[config.mk]
export PLATFORM = sky130hd
export DESIGN_NAME = line_draw_engine
export DESIGN_NICKNAME = d
export VERILOG_FILES = /design/src/rtl/line_draw_pkg.sv /design/src/rtl/bresenham_step.sv /design/src/rtl/line_draw_engine.sv
export SDC_FILE = /design/constraint.sdc
export NUM_CORES = 1
export LEC_CHECK = 0
export ABC_AREA = 1
export BUFFER_PORTS_ARGS = -buffer_cell sky130_fd_sc_hd__buf_2
export CAP_MARGIN = 20
export CORE_AREA = 5 5 145 147
export DETAILED_ROUTE_END_ITERATION = 6
export DIE_AREA = 0 0 150 152
export PLACE_DENSITY = 0.68
export SYNTH_ARGS = -nofsm -noshare
export SYNTH_HDL_FRONTEND = slang
export SYNTH_SLANG_ARGS = --single-unit
[constraint.sdc]
create_clock -name HCLK -period 3.6 [get_ports HCLK]
set_input_delay 0.36 -clock HCLK [delete_from_list [all_inputs] [get_ports HCLK]]
set_output_delay 0.36 -clock HCLK [all_outputs]
set_load 0.02 [all_outputs]
[src/rtl/line_draw_pkg.sv]
// Shared constants and state encoding for the Bresenham line draw engine.
package line_draw_pkg;

  // Default coordinate width, matching the AHB coordinate slave registers.
  localparam int COORD_W = 9;

  // Signed error-term width: room for 2*err plus dx/dy without overflow.
  localparam int ERR_W = COORD_W + 3;

  // Control FSM states.
  typedef enum logic [1:0] {
    IDLE = 2'd0,
    DRAW = 2'd1,
    DONE = 2'd2
  } state_t;

endpackage

[src/rtl/bresenham_step.sv]
// One combinational Bresenham step: given the current pixel and error term,
// produce the next pixel and error. Both axis adjustments use the old error.
module bresenham_step #(
  parameter int COORD_W = 9,
  parameter int ERR_W   = 12
) (
  input  logic               [COORD_W-1:0] pix_x,
  input  logic               [COORD_W-1:0] pix_y,
  input  logic signed        [ERR_W-1:0]   err,
  input  logic signed        [ERR_W-1:0]   dx,
  input  logic signed        [ERR_W-1:0]   dy,
  input  logic                             sx_neg,
  input  logic                             sy_neg,
  output logic               [COORD_W-1:0] next_pix_x,
  output logic               [COORD_W-1:0] next_pix_y,
  output logic signed        [ERR_W-1:0]   next_err
);

  logic signed [ERR_W-1:0] w_e2;
  logic                    w_step_x;
  logic                    w_step_y;

  // Decide which axes advance and accumulate the error adjustments.
  always_comb begin
    w_e2       = err <<< 1;
    w_step_x   = (w_e2 >= dy);
    w_step_y   = (w_e2 <= dx);
    next_err   = err;
    next_pix_x = pix_x;
    next_pix_y = pix_y;
    if (w_step_x) begin
      next_err   = next_err + dy;
      next_pix_x = sx_neg ? (pix_x - {{(COORD_W-1){1'b0}}, 1'b1})
                          : (pix_x + {{(COORD_W-1){1'b0}}, 1'b1});
    end else begin
      next_pix_x = pix_x;
    end
    if (w_step_y) begin
      next_err   = next_err + dx;
      next_pix_y = sy_neg ? (pix_y - {{(COORD_W-1){1'b0}}, 1'b1})
                          : (pix_y + {{(COORD_W-1){1'b0}}, 1'b1});
    end else begin
      next_pix_y = pix_y;
    end
  end

endmodule

[src/rtl/line_draw_engine.sv]
// Bresenham line draw engine: latches a line request, then streams one pixel
// per accepted valid/ready handshake and pulses done after the last pixel.
module line_draw_engine #(
  parameter int COORD_W = 9
) (
  input  logic               HCLK,
  input  logic               HRESET,
  input  logic [COORD_W-1:0] x1,
  input  logic [COORD_W-1:0] y1,
  input  logic [COORD_W-1:0] x2,
  input  logic [COORD_W-1:0] y2,
  input  logic               start,
  output logic               busy,
  output logic               done,
  output logic [COORD_W-1:0] pix_x,
  output logic [COORD_W-1:0] pix_y,
  output logic               pix_valid,
  input  logic               pix_ready
);

  import line_draw_pkg::*;

  // Error width tracks the actual coordinate width of this instance.
  localparam int W_ERR = COORD_W + 3;

  state_t r_state;
  state_t w_next_state;

  logic        [COORD_W-1:0] r_x2;
  logic        [COORD_W-1:0] r_y2;
  logic        [COORD_W-1:0] r_pix_x;
  logic        [COORD_W-1:0] r_pix_y;
  logic signed [W_ERR-1:0]   r_dx;
  logic signed [W_ERR-1:0]   r_dy;
  logic signed [W_ERR-1:0]   r_err;
  logic                      r_sx_neg;
  logic                      r_sy_neg;

  logic        [COORD_W-1:0] w_dx_abs;
  logic        [COORD_W-1:0] w_dy_abs;
  logic signed [W_ERR-1:0]   w_dx_s;
  logic signed [W_ERR-1:0]   w_dy_s;
  logic                      w_latch;
  logic                      w_accept;
  logic                      w_last;
  logic        [COORD_W-1:0] w_step_x;
  logic        [COORD_W-1:0] w_step_y;
  logic signed [W_ERR-1:0]   w_step_err;

  // Line parameters computed from the live inputs, used only on the latch cycle.
  always_comb begin
    if (x2 >= x1) begin
      w_dx_abs = x2 - x1;
    end else begin
      w_dx_abs = x1 - x2;
    end
    if (y2 >= y1) begin
      w_dy_abs = y2 - y1;
    end else begin
      w_dy_abs = y1 - y2;
    end
    w_dx_s = $signed({3'b000, w_dx_abs});
    w_dy_s = -$signed({3'b000, w_dy_abs});
  end

  assign w_latch  = (r_state == IDLE) && start;
  assign w_accept = (r_state == DRAW) && pix_ready;
  assign w_last   = (r_pix_x == r_x2) && (r_pix_y == r_y2);

  bresenham_step #(
    .COORD_W (COORD_W),
    .ERR_W   (W_ERR)
  ) u_step (
    .pix_x      (r_pix_x),
    .pix_y      (r_pix_y),
    .err        (r_err),
    .dx         (r_dx),
    .dy         (r_dy),
    .sx_neg     (r_sx_neg),
    .sy_neg     (r_sy_neg),
    .next_pix_x (w_step_x),
    .next_pix_y (w_step_y),
    .next_err   (w_step_err)
  );

  // State register with synchronous reset.
  always_ff @(posedge HCLK) begin
    if (HRESET) begin
      r_state <= IDLE;
    end else begin
      r_state <= w_next_state;
    end
  end

  // Next-state logic: start only matters in IDLE; last accepted pixel ends the line.
  always_comb begin
    w_next_state = r_state;
    case (r_state)
      IDLE: begin
        if (start) begin
          w_next_state = DRAW;
        end else begin
          w_next_state = IDLE;
        end
      end
      DRAW: begin
        if (w_accept && w_last) begin
          w_next_state = DONE;
        end else begin
          w_next_state = DRAW;
        end
      end
      DONE: begin
        w_next_state = IDLE;
      end
      default: begin
        w_next_state = IDLE;
      end
    endcase
  end

  // Latch line parameters on request and advance the pixel on each accepted handshake.
  always_ff @(posedge HCLK) begin
    if (HRESET) begin
      r_x2     <= {COORD_W{1'b0}};
      r_y2     <= {COORD_W{1'b0}};
      r_pix_x  <= {COORD_W{1'b0}};
      r_pix_y  <= {COORD_W{1'b0}};
      r_dx     <= {W_ERR{1'b0}};
      r_dy     <= {W_ERR{1'b0}};
      r_err    <= {W_ERR{1'b0}};
      r_sx_neg <= 1'b0;
      r_sy_neg <= 1'b0;
    end else if (w_latch) begin
      r_x2     <= x2;
      r_y2     <= y2;
      r_pix_x  <= x1;
      r_pix_y  <= y1;
      r_dx     <= w_dx_s;
      r_dy     <= w_dy_s;
      r_err    <= w_dx_s + w_dy_s;
      r_sx_neg <= !(x1 < x2);
      r_sy_neg <= !(y1 < y2);
    end else if (w_accept && !w_last) begin
      r_pix_x  <= w_step_x;
      r_pix_y  <= w_step_y;
      r_err    <= w_step_err;
    end else begin
      r_pix_x  <= r_pix_x;
      r_pix_y  <= r_pix_y;
      r_err    <= r_err;
    end
  end

  assign busy      = (r_state == DRAW);
  assign pix_valid = (r_state == DRAW);
  assign done      = (r_state == DONE);
  assign pix_x     = r_pix_x;
  assign pix_y     = r_pix_y;

endmodule

==> results.toml <==
[outcome]
outcome = "finished clean"

[synthesis]
netlist.top_cell.by_area = "dfxtp_1"
synth_edf_count = 0
synth.top_cells.by_count = "nand2_1, inv_1, a21oi_1"
async_flop_share_pct = 0
netlist_top_cells_area = "dfxtp_1, ha_1, nand2_1"
synth-main-ff-cell = "dfxtp_1"
syn-mean-instance-area_um2 = 6.81
netlist_instances = 1120
netlist.area_leader.share_pct = 18.9
distinct_cell_type_count_of_the_synthesized_netlist = 52
yosysMostFrequentCell = "nand2_1"
synth-seq-cells = 72
syn-num-nets = 1267
yosysWarningCount = 0
synthesis.area_mm2 = 0.00763
synth.yosys.seq_area_share_pct = 18.9

[sta]
slack_of_the_critical_path_ns = 0.134
max_slew.worst_pin.slew_ns = 0.672
final-setup-viol-count = 0
finClkSkew_ns = 0.00985
drv_slew = 0
final.min_clock_period_ns = 3.47
setup_tns_ns = 0
layout_worst_path_cycle_share_pct = 96.3
max-slew-margin-rel_pct = 55.2
rsz0062_at_grt = "yes"
max_clock_freq_ghz = 0.289
finalHoldViolations = 0

[critical_path]
critPathLaunchType = "flip-flop"
setup.worst_path.class = "reg -> reg"
crit_path_end_kind = "flip-flop"
reg2reg_depth = 27
critPathMaxFanout = 4
critical_path.reg2reg.endpoint = "r_err[10]"
regToRegStartpoint = "r_dy[1]"
worstPathArrival_ns = 3.71
critical_path.endpoint = "r_err[10]"
crit_path_start = "r_dy[1]"
cp.required_ns = 3.85
setup.reg_to_reg.worst_slack_ns = 0.13

[placed_design]
place.detailed.hpwl_mm = 17.6
post-place-cells = 1579
placement.cell_area_mm2 = 0.00933
finalWeightedCongestion = 0.948
detailedPlace.worstSlack_ns = -0.411
port-buffer-count = 60

[clocking]
clk_pin_slew_worst_paths_ns = 0.06
tritoncts_num_sinks = 72
tritoncts_clock_tree = "yes"
clkLatencyLatePin_ns = 0.35
clockBufferDepth = 2
numCtsBuffers = 9
cts-htree-levels = 3
cts_root_buffer = "clkbuf_16"

[routing]
drt_first_pass_iters = 5
detailroute.via_count = 8070
ant_nets = 0
drt-initial-drc-count = 454
detail_route.wl_per_cell_um = 14.3
post_drt_via_cell_ratio = 5.01
total_wirelength_of_the_detailed_routed_design_mm = 23.0
drt_drc_violations_left = 0

[die]
chipHeight_um = 152
ioPinCount = 61
chipWidth_um = 150
cell_rows = 52
core_area_mm2 = 0.0198
floorplan.initialDensity_pct = 38.6
fp.dieArea_mm2 = 0.0228

[job]
maxCapViolCount = 0

[global_route]
grt_antenna_before_repair = 0
first_global_vias = 7572
grt_overflow_total = 0
grt_pass1_wl_mm = 36.0
grt_start_max_net_pins = 36
track_usage_pct = 19.1

[cells_and_area]
post-route-util_pct = 53.2
antenna-diode-count = 0
area_growth_syn_to_layout_pct = 38.0
post_route_cells_drive_above_1_share_pct = 32.8
final_design_area_no_fill_mm2 = 0.0105
layout.cells.non_filler = 1611
nets = 1483

[pwr]
power.density_mw_per_mm2 = 509
p_leak_uw = 0.00522
vdd.ir_drop.worst_uv = 339

[hold_path]
min_delay_path_depth = 3
min_path_type = "in -> reg"
per-layer routing:
metal	share of wire [%]	wire [µm]	vias up	GRT usage [%]
met5	0	0	-	0
met1	44	10000	3685	24.1
met4	3.7	860	0	7.67
met3	3.8	878	53	2.68
li1	-	-	4129	-
met2	49	11300	203	32.6
critical path: stages, from the launching register on:
cell and delay (ns):
dfxtp_2 0.34, inv_2 0.05, ha_4 0.27, a21oi_4 0.05, o21ai_2 0.20, nand3_2 0.12, o2111ai_4 0.11, or2_4 0.17
nand2_4 0.08, buf_6 0.14, buf_4 0.13, o21ai_4 0.14, inv_2 0.06, ha_4 0.26, inv_1 0.07, nor3_2 0.17
nand2_1 0.08, o311ai_2 0.08, nand2_1 0.11, nand2_1 0.07, nand2_1 0.04, nand3b_1 0.19, inv_1 0.09, nand2_1 0.06
nand3_1 0.07, nand4_1 0.11, nand2_1 0.08, inv_1 0.03
state kept, by name, summed over array words and instances (netlist names), 2 cells and up:
name	cells
r_err	11
pix_x	9
r_dx	9
r_dy	12
r_y2	9
r_state	2
r_x2	9
pix_y	9
power by group:
group	leakage [µW]	switching [µW]	internal [µW]	total, µW
logic	0.00448	1890	1560	3450
clock network	0.000136	393	494	887
registers	0.000598	111	909	1020
layout by cell type (no fill, tap or decap), types with 4 or more instances in the layout:
| cell type | netlist | routed |
|---|---|---|
| o21ai_1 | 1 | 10 |
| nor2_2 | 5 | 11 |
| o2111ai_1 | 7 | 6 |
| a21oi_1 | 118 | 105 |
| nand2_2 | 16 | 38 |
| a21o_1 | 5 | 5 |
| inv_2 | 4 | 22 |
| a31oi_1 | 12 | 11 |
| buf_6 | 6 | 9 |
| buf_2 | 3 | 52 |
| nor2_1 | 49 | 40 |
| xnor2_1 | 17 | 17 |
| xor2_1 | 49 | 47 |
| dfxtp_1 | 72 | 66 |
| a21oi_2 | 0 | 12 |
| nand3_2 | 7 | 7 |
| ha_1 | 98 | 68 |
| clkbuf_16 | 0 | 9 |
| nand2_4 | 4 | 11 |
| inv_1 | 176 | 151 |
| buf_4 | 3 | 175 |
| nor2_4 | 5 | 8 |
| nand2_1 | 238 | 209 |
| fa_1 | 9 | 5 |
| a211oi_1 | 10 | 10 |
| o21ai_2 | 1 | 8 |
| inv_6 | 0 | 4 |
| o211ai_1 | 5 | 5 |
| nand3_1 | 37 | 35 |
| dfxtp_2 | 0 | 6 |
| inv_4 | 1 | 6 |
| o21ai_0 | 90 | 73 |
| nand4_1 | 10 | 10 |
| ha_4 | 0 | 29 |
| fa_2 | 0 | 4 |
logic make-up (layout without fill, tap and decap cells):
group / after synthesis / after routing / synth area share, %
muxes: 2 / 2 / 0.262
DFF: 72 / 72 / 18.9
xor gates and xnor gates: 66 / 66 / 7.58
adders and majority gates: 107 / 107 / 18.4
buffers and inverters: 214 / 435 / 11.5
and+or+nand+nor: 392 / 392 / 23.8
AOI/OAI and AO/OA: 267 / 267 / 19.6
final cells by class:
type	count	area, µm²
tap	270	338
clock inverter	6	50.0
timing repair buffer	238	1720
clock buffer	10	239
inverter	181	704
fill	1844	9260
multi-input combinational	834	6020
sequential	72	1450
through the flow:
stage	hold slack, ns	total power (µW)
global route	0.293	5760
floorplan	0.438	2860
finish	0.286	5360
CTS	0.279	4820
detailed placement	0.483	3860
global placement	0.457	3820
repair_timing:
item	4_1_cts	5_1_grt
endpoints found under the setup margin	4	6
cloned	0	1
buffers inserted	1	14
pin swaps	1	71
hold buffers	0	0
gates resized for setup	14	188
worst min path at each step:
stage | end | from
after floorplan | r_dy[11] | r_dy[11]
after global placement | r_x2[6] | r_x2[6]
after detailed placement | r_x2[6] | r_x2[6]
after CTS | r_state[1] | pix_ready
after global routing | r_y2[8] | y2[8]
final | r_y2[8] | y2[8]
Power figures use the tool's default switching activity.
